### src/rtl/hw3_ser.sv
// Parallel-to-serial feeder for the 1101101 detector: small word FIFO
// followed by an MSB-first shifter that chains words without bubbles.
module hw3_ser #(
    parameter int WIDTH = 8,
    parameter int DEPTH = 4,
    parameter int LVL_W = 3
) (
    input  logic             i_clk,
    input  logic             i_rst_n,
    input  logic             i_clr,
    input  logic [WIDTH-1:0] i_wdata,
    input  logic             i_wvalid,
    output logic             o_wready,
    output logic             o_data,
    output logic             o_data_valid,
    output logic             o_busy,
    output logic [LVL_W-1:0] o_level
);

    localparam int AW = (DEPTH > 1) ? $clog2(DEPTH) : 1;
    localparam int CW = (WIDTH > 1) ? $clog2(WIDTH) : 1;

    localparam logic [0:0] S_IDLE  = 1'b0;
    localparam logic [0:0] S_SHIFT = 1'b1;

    logic [WIDTH-1:0] mem [DEPTH];
    logic [AW-1:0]    wptr, rptr;
    logic [LVL_W-1:0] level;
    logic [0:0]       state;
    logic [WIDTH-1:0] shreg;
    logic [CW-1:0]    cnt;
    logic             nempty, push, pop, last;

    assign nempty   = (level != '0);
    assign o_wready = (level != LVL_W'(DEPTH));
    assign last     = (cnt == CW'(WIDTH-1));
    // Full FIFO refuses a push even when a pop lands on the same edge.
    assign push     = i_wvalid && o_wready && !i_clr;
    assign pop      = !i_clr && nempty && ((state == S_IDLE) || last);

    always_ff @(posedge i_clk or negedge i_rst_n) begin
        if (!i_rst_n) begin
            wptr  <= '0;
            rptr  <= '0;
            level <= '0;
        end else if (i_clr) begin
            wptr  <= '0;
            rptr  <= '0;
            level <= '0;
        end else begin
            if (push) wptr <= wptr + AW'(1);
            if (pop)  rptr <= rptr + AW'(1);
            case ({push, pop})
                2'b10:   level <= level + LVL_W'(1);
                2'b01:   level <= level - LVL_W'(1);
                default: level <= level;
            endcase
        end
    end

    always_ff @(posedge i_clk) begin
        if (push) mem[wptr] <= i_wdata;
    end

    // Loading the next word at cnt==WIDTH-1 keeps the stream gap-free.
    always_ff @(posedge i_clk or negedge i_rst_n) begin
        if (!i_rst_n) begin
            state <= S_IDLE;
            shreg <= '0;
            cnt   <= '0;
        end else if (i_clr) begin
            state <= S_IDLE;
            shreg <= '0;
            cnt   <= '0;
        end else if (pop) begin
            state <= S_SHIFT;
            shreg <= mem[rptr];
            cnt   <= '0;
        end else if (state == S_SHIFT) begin
            if (last) begin
                state <= S_IDLE;
                shreg <= '0;
                cnt   <= '0;
            end else begin
                shreg <= {shreg[WIDTH-2:0], 1'b0};
                cnt   <= cnt + CW'(1);
            end
        end
    end

    // shreg is zero whenever idle, so the line idles low straight from the flop.
    assign o_data       = shreg[WIDTH-1];
    assign o_data_valid = (state == S_SHIFT);
    assign o_busy       = (state == S_SHIFT) || nempty;
    assign o_level      = level;

endmodule

### config.mk
export PLATFORM = sky130hd
export DESIGN_NAME = hw3_ser
export DESIGN_NICKNAME = d
export VERILOG_FILES = /design/src/rtl/hw3_ser.sv
export SDC_FILE = /design/constraint.sdc
export NUM_CORES = 1
export LEC_CHECK = 0
export BUFFER_PORTS_ARGS = -buffer_cell sky130_fd_sc_hd__buf_2
export CAP_MARGIN = 20
export CORE_MARGIN = 1.5
export CORE_UTILIZATION = 55
export CTS_CLUSTER_SIZE = 20
export DETAILED_ROUTE_END_ITERATION = 16
export PLACE_DENSITY = 0.73
export SLEW_MARGIN = 25
export SYNTH_ARGS = -nofsm -noshare
export SYNTH_HDL_FRONTEND = slang
export SYNTH_SLANG_ARGS = --single-unit
export TNS_END_PERCENT = 50
### constraint.sdc
create_clock -name i_clk -period 3.6 [get_ports i_clk]
set_input_delay 0.72 -clock i_clk [delete_from_list [all_inputs] [get_ports i_clk]]
set_output_delay 0.72 -clock i_clk [all_outputs]
set_load 0.05 [all_outputs]
## Word-level counts from Yosys, hierarchy flattened

Memories as Yosys holds them, arrays and structs flattened.
Cells that the tools add are included.

| operators by class | value |
|---|---|
| $add $sub $neg | 5 |
| eq/ne operators | 4 |
| reductions and logical operators | 12 |
| multiplexer cells | 20 |
| bitwise operators | 1 |

Operators with widths:

| cell | count |
|---|---|
| two-way mux 8 bit | 4 |
| two-way mux 3 bit | 5 |
| nonzero test 3 bit | 3 |
| two-way mux 2 bit | 4 |
| adder 3 x 1 -> 3 bit (second input constant) | 2 |
| two-way mux 1 bit | 6 |
| case mux 3 bit (2 select lines) | 1 |
| adder 2 x 1 -> 2 bit (second input constant) | 2 |
| logical AND 1 bit | 4 |
| nonzero test 2 bit | 2 |
| equality test 3 bit (second input constant) | 1 |
| inequality test 3 bit (second input constant) | 1 |
| subtractor 3 x 1 -> 3 bit (second input constant) | 1 |
| equality test 2 x 1 -> 1 bit (second input constant) | 1 |
| equality test 2 bit (second input constant) | 1 |
| logical OR 1 bit | 2 |
| logical NOT 1 bit | 1 |
| NOT 1 bit | 1 |

| storage, ports and cells | value |
|---|---|
| word-level logic and storage cells | 49 |
| register bits | 19 |
| memories | 1 |
| bits in writable memories | 32 |

Memory list:

| memory | depth | width | read ports | clocked after memory_dff | wr ports | line | text |
|---|---|---|---|---|---|---|---|
| mem | 4 | 8 | 1 | 0 | 1 | 26 | `logic [WIDTH-1:0] mem [DEPTH];` |

## Longest topological paths before layout

Gate-level depths: netlist (run 1).

| depth | value |
|---|---|
| depth in word-level cells | 6 |
| gate-level depth with buffers | 10 |
| depth with buffers taken out | 9 |

## Least setup slack after synthesis (run 1)

OpenSTA, ideal clock, no wires.

| timing | value |
|---|---|
| kind | reg-to-reg |
| start point | register level[0], in the netlist o_level[0] |
| end point | register level[2], in the netlist o_level[2] |
| setup slack | 0.787 ns |
| period minus slack after synthesis | 2.813 ns |
| required time | 3.518 ns |
| arrival time | 2.731 ns |
| cell stages (with the launch flop) | 9 |
| path through | dfrtp_1 or3b_1 buf_2 nand2_2 and2_1 fa_1 or4_1 a21o_1 a31oi_1 |

| on the way | value |
|---|---|
| longest elaborated chain between the ends | 6 |

RTL lines:

| element | line | text |
|---|---|---|
| start, declared | 28 | `logic [LVL_W-1:0] level;` |
| start signal, assigned | 54 | `2'b10: level <= level + LVL_W'(1);` |
| start signal, assigned | 55 | `2'b01: level <= level - LVL_W'(1);` |
| start signal, assigned | 56 | `default: level <= level;` |
| inequality test 3 bit (*) | 35 | `assign o_wready = (level != LVL_W'(DEPTH));` |
| via o_wready | 13 | `output logic o_wready,` |
| logical AND 1 bit (*) (2 in a row) | 38 | `assign push = i_wvalid && o_wready && !i_clr;` |
| equality test 2 x 1 -> 1 bit / equality test 2 bit (equally long branches) | 53 | `case ({push, pop})` |
| case mux 3 bit (2 select lines) | 53 |  |
| two-way mux 3 bit | 46 | `end else if (i_clr) begin` |

Mark *: on every way through the listed nets, which the timed path passes. The rest lies on a longest branch.
A chain may end at the register's enable or synchronous reset.

## Worst setup path after layout (run 1)

| timing | value |
|---|---|
| start point | register cnt[0] |
| end point | register level[2], in the netlist o_level[2] |

| on the way | value |
|---|---|
| longest elaborated chain between the ends | 6 |

RTL lines:

| element | line | text |
|---|---|---|
| start, declared | 31 | `logic [CW-1:0] cnt;` |
| start signal, assigned | 86 | `cnt <= cnt + CW'(1);` |
| equality test 3 bit (*) | 36 | `assign last = (cnt == CW'(WIDTH-1));` |
| logical OR 1 bit (*) | 39 | `assign pop = !i_clr && nempty && ((state == S_IDLE) \|\| last);` |
| logical AND 1 bit (*) | 39 |  |
| equality test 2 x 1 -> 1 bit / equality test 2 bit (equally long branches) | 53 |  |
| case mux 3 bit (2 select lines) | 53 |  |
| two-way mux 3 bit | 46 |  |

Mark *: on every way between the ends. The rest lies on a longest branch, timed or not.

==> impl_metrics.csv, run 1 <==
group,metric,value,unit
synth,synthSimpleGateAreaFrac,9.38,%
routing,drtIter0Drc,117,
synth,seq_area_frac_synth,65.2,%
placed_design,hpwl,2.55,mm
cells_and_area,drive_gt1_share,23.8,%
clock_tree,cts_setup_buffers,0,
cells_and_area,finalNetCount,182,
cells_and_area,multi_input_area,696,um^2
run,maxCapViolations,0,
floorplanning,pin_count,19,
floorplanning,rows,22,
critical_path,cp.required,3830,ps
synth,async_flop_share,37.3,%
timing,rsz0062_at_grt,"no",
floorplanning,dieWidth,66.3,um
clock_tree,ctsHoldBuffers,0,
synth,ys_ff_latch,51,
synth,synth_area_leaders,"edfxtp_1 44%, dfrtp_1 22%, mux4_2 8.2%, ha_1 3.4%, a222oi_1 3.2%",
power_and_ir_drop,leakage,0.000975,uW
synth,synth_edf_count,32,
cells_and_area,final_common_cell,"edfxtp_1",
timing,max_freq,352,MHz
synth,syn_area_per_cell,15.3,um^2
power_and_ir_drop,peakVddDrop,407,uV
synth,syn_area,2200,um^2
global_routing,grt_max_degree,20,
critical_path,crit_arrival,3070,ps
synth,synth_compound_area_share,7.44,%
clock_tree,clock-sinks,51,
routing,num_vias,1250,
status,status,"complete, no violations",
timing,hold_viol,0,
synth,synth_area_leader_cell,"edfxtp_1",
clock_tree,clock_path_buffers,2,
timing,worstMarginPinSlew,599,ps
routing,route.detailed.wl_per_inst,17.3,um
synth,synth_mux_area_share,9.66,%
cells_and_area,fillers,302,
routing,wirelength,3.67,mm
critical_path,cpPeakStageDelay,540,ps
synth,yosysTopAreaCellShare,43.6,%
synth,synth_adder_area_share,4.32,%
clock_tree,cts_resized,0,
routing,route.detailed.drc,0,
clock_tree,cts_root_buf,"clkbuf_8",
routing,first_pass_iters,4,
global_routing,grt_use_total,19.3,%
critical_path,critPathKind,"reg2reg",
clock_tree,clk_latency,300,ps
timing,skew,7.39,ps
critical_path,crit_fanout,11,
critical_path,path_buf_inv,1,
timing,setup_viol,0,
synth,synthCells,144,
cells_and_area,postLayoutCellArea,2420,um^2
routing,antenna_left,0,
floorplanning,dieHeight,66.3,um
synth,synth_warnings,0,
synth,synth_top_family_by_area,"multiplexers",
placed_design,gp_congestion,0.830,
critical_path,critPathCaptureType,"flip-flop",
global_routing,grt_pass1_wl,5.98,mm
critical_path,crit_chain,"ha_1 -> ha_1 -> and2b_1 -> nor3_1 -> buf_4 -> and2_1 -> fa_1 -> or4_1 -> a21o_1 -> a31oi_1",
timing,finalCriticalPeriod,2840,ps
critical_path,startpoint_type,"flip-flop",
synth,synth_top_flop_cell,"edfxtp_1",
placed_design,port_buffers,18,
synth,synth_xor_area_share,0.795,%
cells_and_area,fin_util,64.5,%
global_routing,antenna_found_initial,0,
floorplanning,core_area,3740,um^2
timing,period_share,78.9,%
routing,viasPerCell,5.90,
cells_and_area,seq_area,1440,um^2
cells_and_area,n_antenna_cell,0,
global_routing,overflow,0,
cells_and_area,layout.cells.most_common_list,"32 x edfxtp_1, 19 x dfrtp_1, 18 x buf_2",
timing,setup_tns,0,ps
clock_tree,cts_max_level,2,
cells_and_area,syn_to_final_growth,9.72,%
placed_design,dpl_cell_area,2330,um^2
floorplanning,start_util,58.8,%
critical_path,cpMostUsedCell,"ha_1",
clock_tree,cts_tree,"built",
synth,synth_cell_types,36,
floorplanning,dieArea,4390,um^2
clock_tree,cts_buffers,5,
clock_tree,path_clk_slew,90,ps
critical_path,slowest_stage,"or4_1",
critical_path,cpLargestDelayFamily,"simple AND/OR/NAND/NOR gates",
timing,drv_slew,0,
global_routing,grt_pass1_vias,1266,
worst_hold_path,hp-class,"in2async",
synth,syn_nets,163,
timing,slew-limit-headroom,59.9,%
power_and_ir_drop,power_density,715,nW/um^2
-- per-layer routing --
| metal | global-route usage, % | part of all wire [%] |
|---|---|---|
| met5 | 0 | 0 |
| met4 | 9.44 | 1.2 |
| met3 | 5.11 | 3.1 |
| met2 | 32.3 | 50 |
| met1 | 23.1 | 46 |
-- layout make-up --
cell class | count | share of cell area, %
sequential | 51 | 59.5
multi-input combinational | 76 | 28.8
timing repair buffer | 19 | 4.04
clock buffer | 6 | 3.00
tap | 48 | 2.49
inverter | 10 | 1.55
clock inverter | 2 | 0.673
-- cells in the mapped netlist (all sizes together), types with 2 or more instances --
cell type / instances
or3: 2
xnor2: 2
nor3: 4
edfxtp: 32
nand3: 4
a22o: 2
mux4: 8
and2: 5
a21oi: 6
ha: 6
clkbuf: 4
nor2: 4
nand2: 8
dfrtp: 19
nand2b: 3
mux2: 2
a222oi: 7
inv: 10
buf: 3
-- final timing paths --
| kind | startpoint | to | slack [ps] | depth (start not counted) |
|---|---|---|---|---|
| worst max-delay path | cnt[0] | o_level[2] | 760 | 10 |
| worst min-delay path | i_rst_n | o_level[2] | 340 | 1 |
| worst max register to register | cnt[0] | o_level[2] | 760 | 10 |
| worst min register to register | shreg[3] | shreg[3] | 510 | 2 |
| max in group asynchronous | i_rst_n | shreg[0] | 2960 | 1 |
| min in group i_clk | shreg[3] | shreg[3] | 510 | 2 |
-- power by group --
part | total, uW | internal, uW | switching (uW)
Combinational | 572 | 228 | 344
Clock | 326 | 140 | 186
Sequential | 829 | 717 | 112
Total | 1730 | 1080 | 643
-- sequential cells by signal, summed over array words and instances (netlist names) --
register / cells
cnt: 3
mem: 32
o_data_valid: 1
o_level: 3
rptr: 2
shreg: 8
wptr: 2
-- through the flow --
stage | setup slack [ps] | hold slack [ps] | std cells | power, uW
floorplan | 787 | 424 | 144 | 1280
global placement | 872 | 473 | 204 | 1390
detailed placement | 800 | 484 | 204 | 1420
CTS | 759 | 349 | 212 | 1740
global route | 642 | 361 | 212 | 1830
finish | 759 | 338 | 212 | 1730
-- cells by family (layout without fill, tap and decap cells) --
group	after synthesis	count (layout)
flops	51	51
simple gates	35	35
fa+ha+maj	7	7
buf+inv	17	37
xor+xnor	2	2
mux	11	11
compound gates	21	21
Power figures use the tool's default switching activity.
==> run 2: changes to the inputs <==
- CORE_UTILIZATION: 55 -> 52
- clock period: 3.6 -> 2.47 ns (I/O delays scaled with it)
==> run 2 against run 1 <==
Compared with the run above:
- total power is 48% higher
- flip-flop and latch count stayed put
- maximum frequency is 18% higher
- clock power is 46% higher
- non-clock buffer count is 2 higher
- highest routed layer unchanged
- final cell count is 1.9% higher
- first-iteration DRC count is 13% higher
- sequential power is 47% higher
- core utilization is 3.5 points lower
- count of clock-buffer cells in the layout is 1 higher
- routed wire length is 1.9% higher
- final area is 1.8% higher
==> impl_metrics.csv, run 2 (synthesized netlist as in run 1, its figures left out) <==
group,metric,value,unit
critical_path,critPathKind,"reg2reg",
cells_and_area,top_register,"mem",
timing,max_freq,416,MHz
critical_path,critPathCaptureType,"flip-flop",
floorplanning,dieHeight,68.1,um
critical_path,slowest_stage,"dfrtp_1",
clock_tree,cts_max_level,2,
power_and_ir_drop,seq_power_share,47.6,%
cells_and_area,finalNetCount,184,
cells_and_area,layout.cells.most_common_list,"32 x edfxtp_1, 18 x buf_2, 15 x dfrtp_1",
floorplanning,start_util,54.7,%
power_and_ir_drop,leakage,0.000979,uW
global_routing,overflow,0,
clock_tree,cts_setup_buffers,0,
clock_tree,clock_path_buffers,2,
timing,skew,7.34,ps
critical_path,crit_chain,"ha_2 -> ha_2 -> and2b_2 -> nor3_2 -> and2_4 -> fa_2 -> or4_1 -> a21o_1 -> a31oi_1",
clock_tree,cts_tree,"built",
power_and_ir_drop,p_clk_share,18.5,%
global_routing,grt_pass1_wl,6.21,mm
clock_tree,clk_latency,290,ps
global_routing,grt_use_total,18.7,%
critical_path,crit_arrival,2620,ps
power_and_ir_drop,p_int,1640,uW
placed_design,hpwl,2.62,mm
timing,period_share,97.3,%
floorplanning,core_area,4030,um^2
clock_tree,cts_root_buf,"clkbuf_8",
routing,route.detailed.drc,0,
power_and_ir_drop,p_sw,926,uW
cells_and_area,fillers,317,
power_and_ir_drop,peakVddDrop,518,uV
timing,setup_tns,0,ps
routing,wirelength,3.74,mm
critical_path,crit_fanout,6,
worst_hold_path,hp-class,"in2async",
timing,slew-limit-headroom,60.2,%
global_routing,grt_max_degree,20,
clock_tree,path_clk_slew,80,ps
routing,first_pass_iters,5,
timing,setup_viol,0,
power_and_ir_drop,power_density,1040,nW/um^2
floorplanning,pin_count,19,
routing,num_vias,1310,
timing,worstMarginPinSlew,597,ps
critical_path,cp.required,2680,ps
cells_and_area,instances_no_fill,216,
cells_and_area,final_common_cell,"edfxtp_1",
status,status,"complete, no violations",
global_routing,antenna_found_initial,0,
placed_design,gp_congestion,0.778,
global_routing,grt_pass1_vias,1331,
critical_path,cpLargestDelayFamily,"simple AND/OR/NAND/NOR gates",
clock_tree,cts_buffers,5,
routing,antenna_left,0,
placed_design,place_inst,208,
cells_and_area,top_regs,"mem (32), shreg (8)",
power_and_ir_drop,netSwitchingFraction,36.1,%
timing,hold_viol,0,
critical_path,r2r_setup_slack,70,ps
run,maxCapViolations,0,
power_and_ir_drop,combPwrFrac,33.9,%
timing,drv_slew,0,
routing,viasPerCell,6.06,
routing,route.detailed.wl_per_inst,17.3,um
routing,drtIter0Drc,132,
floorplanning,dieWidth,68.1,um
cells_and_area,n_antenna_cell,0,
critical_path,path_buf_inv,0,
cells_and_area,largest_reg_flops,32,
critical_path,cpPeakStageDelay,400,ps
timing,finalCriticalPeriod,2400,ps
floorplanning,rows,23,
critical_path,startpoint_type,"flip-flop",
clock_tree,ctsHoldBuffers,0,
placed_design,port_buffers,18,
critical_path,cpMostUsedCell,"ha_2",
cells_and_area,drive_gt1_share,30.7,%
floorplanning,dieArea,4630,um^2
timing,rsz0062_at_grt,"yes",
clock_tree,clock-sinks,51,
cells_and_area,syn_to_final_growth,11.7,%
## run 2: cell types whose count changed in the layout (fill, tap and decap cells not counted), sizes merged
cell | previous run | this run
clkinv | 0 | 1
buf | 19 | 21
inv | 11 | 10
clkbuf | 6 | 7
clkinvlp | 1 | 0
## run 2: area by class of cell
cell class / instances / area, um^2 / share of cell area [%]
clock buffers: 7 / 86.3 / 3.51
repair buffers: 21 / 113 / 4.58
well taps: 50 / 62.6 / 2.54
inverters: 10 / 37.5 / 1.53
multi-input cells: 76 / 712 / 28.9
flip-flops and latches: 51 / 1440 / 58.7
clock inverters: 1 / 5.00 / 0.203
## run 2: metrics by stage
step                worst slack (ps)  area, um^2  power, uW  hold WS [ps]  utilization (%)
floorplan                       42.2        2230       1880           198                -
global placement                 157        2360       2070           451             58.7
detailed placement              99.6        2360       2110           463             58.7
CTS                             78.8        2450       2580           136             60.9
global route                   -72.9        2460       2730           152             61.1
finish                          67.1        2460       2560           125             61.1
## run 2: timing repair
action | in CTS | in global routing
endpoints found under the setup margin | 0 | 1
gates resized for setup | 0 | 1
endpoints found under the hold margin | 0 | 0
## run 2: final timing paths
kind	from	end	depth (start not counted)
max	cnt[0]	o_level[2]	9
min	i_rst_n	o_level[0]	1
max reg2reg	cnt[0]	o_level[2]	9
min reg2reg	shreg[5]	shreg[5]	2
max in group asynchronous	i_rst_n	o_level[0]	1
min in group i_clk	i_wdata[1]	mem[1][1]	1
## run 2: power by group through the flow
| stage | registers (uW) | clock network (uW) | logic (uW) |
|---|---|---|---|
| 2_1_floorplan | 1270 | 0 | 612 |
| 3_3_place_gp | 1230 | 0 | 838 |
| 3_5_place_dp | 1240 | 0 | 864 |
| 4_1_cts | 1220 | 486 | 868 |
| 5_1_grt | 1250 | 520 | 957 |
| 6_report | 1220 | 475 | 868 |
## run 2: layer usage
layer | vias to the layer above | share of wire [%] | GRT usage (%)
li1 | 591 | - | -
met1 | 661 | 42 | 24.5
met2 | 52 | 51 | 30.9
met3 | 6 | 6.3 | 4.77
met4 | 0 | 0.96 | 5.50
met5 | - | 0 | 0
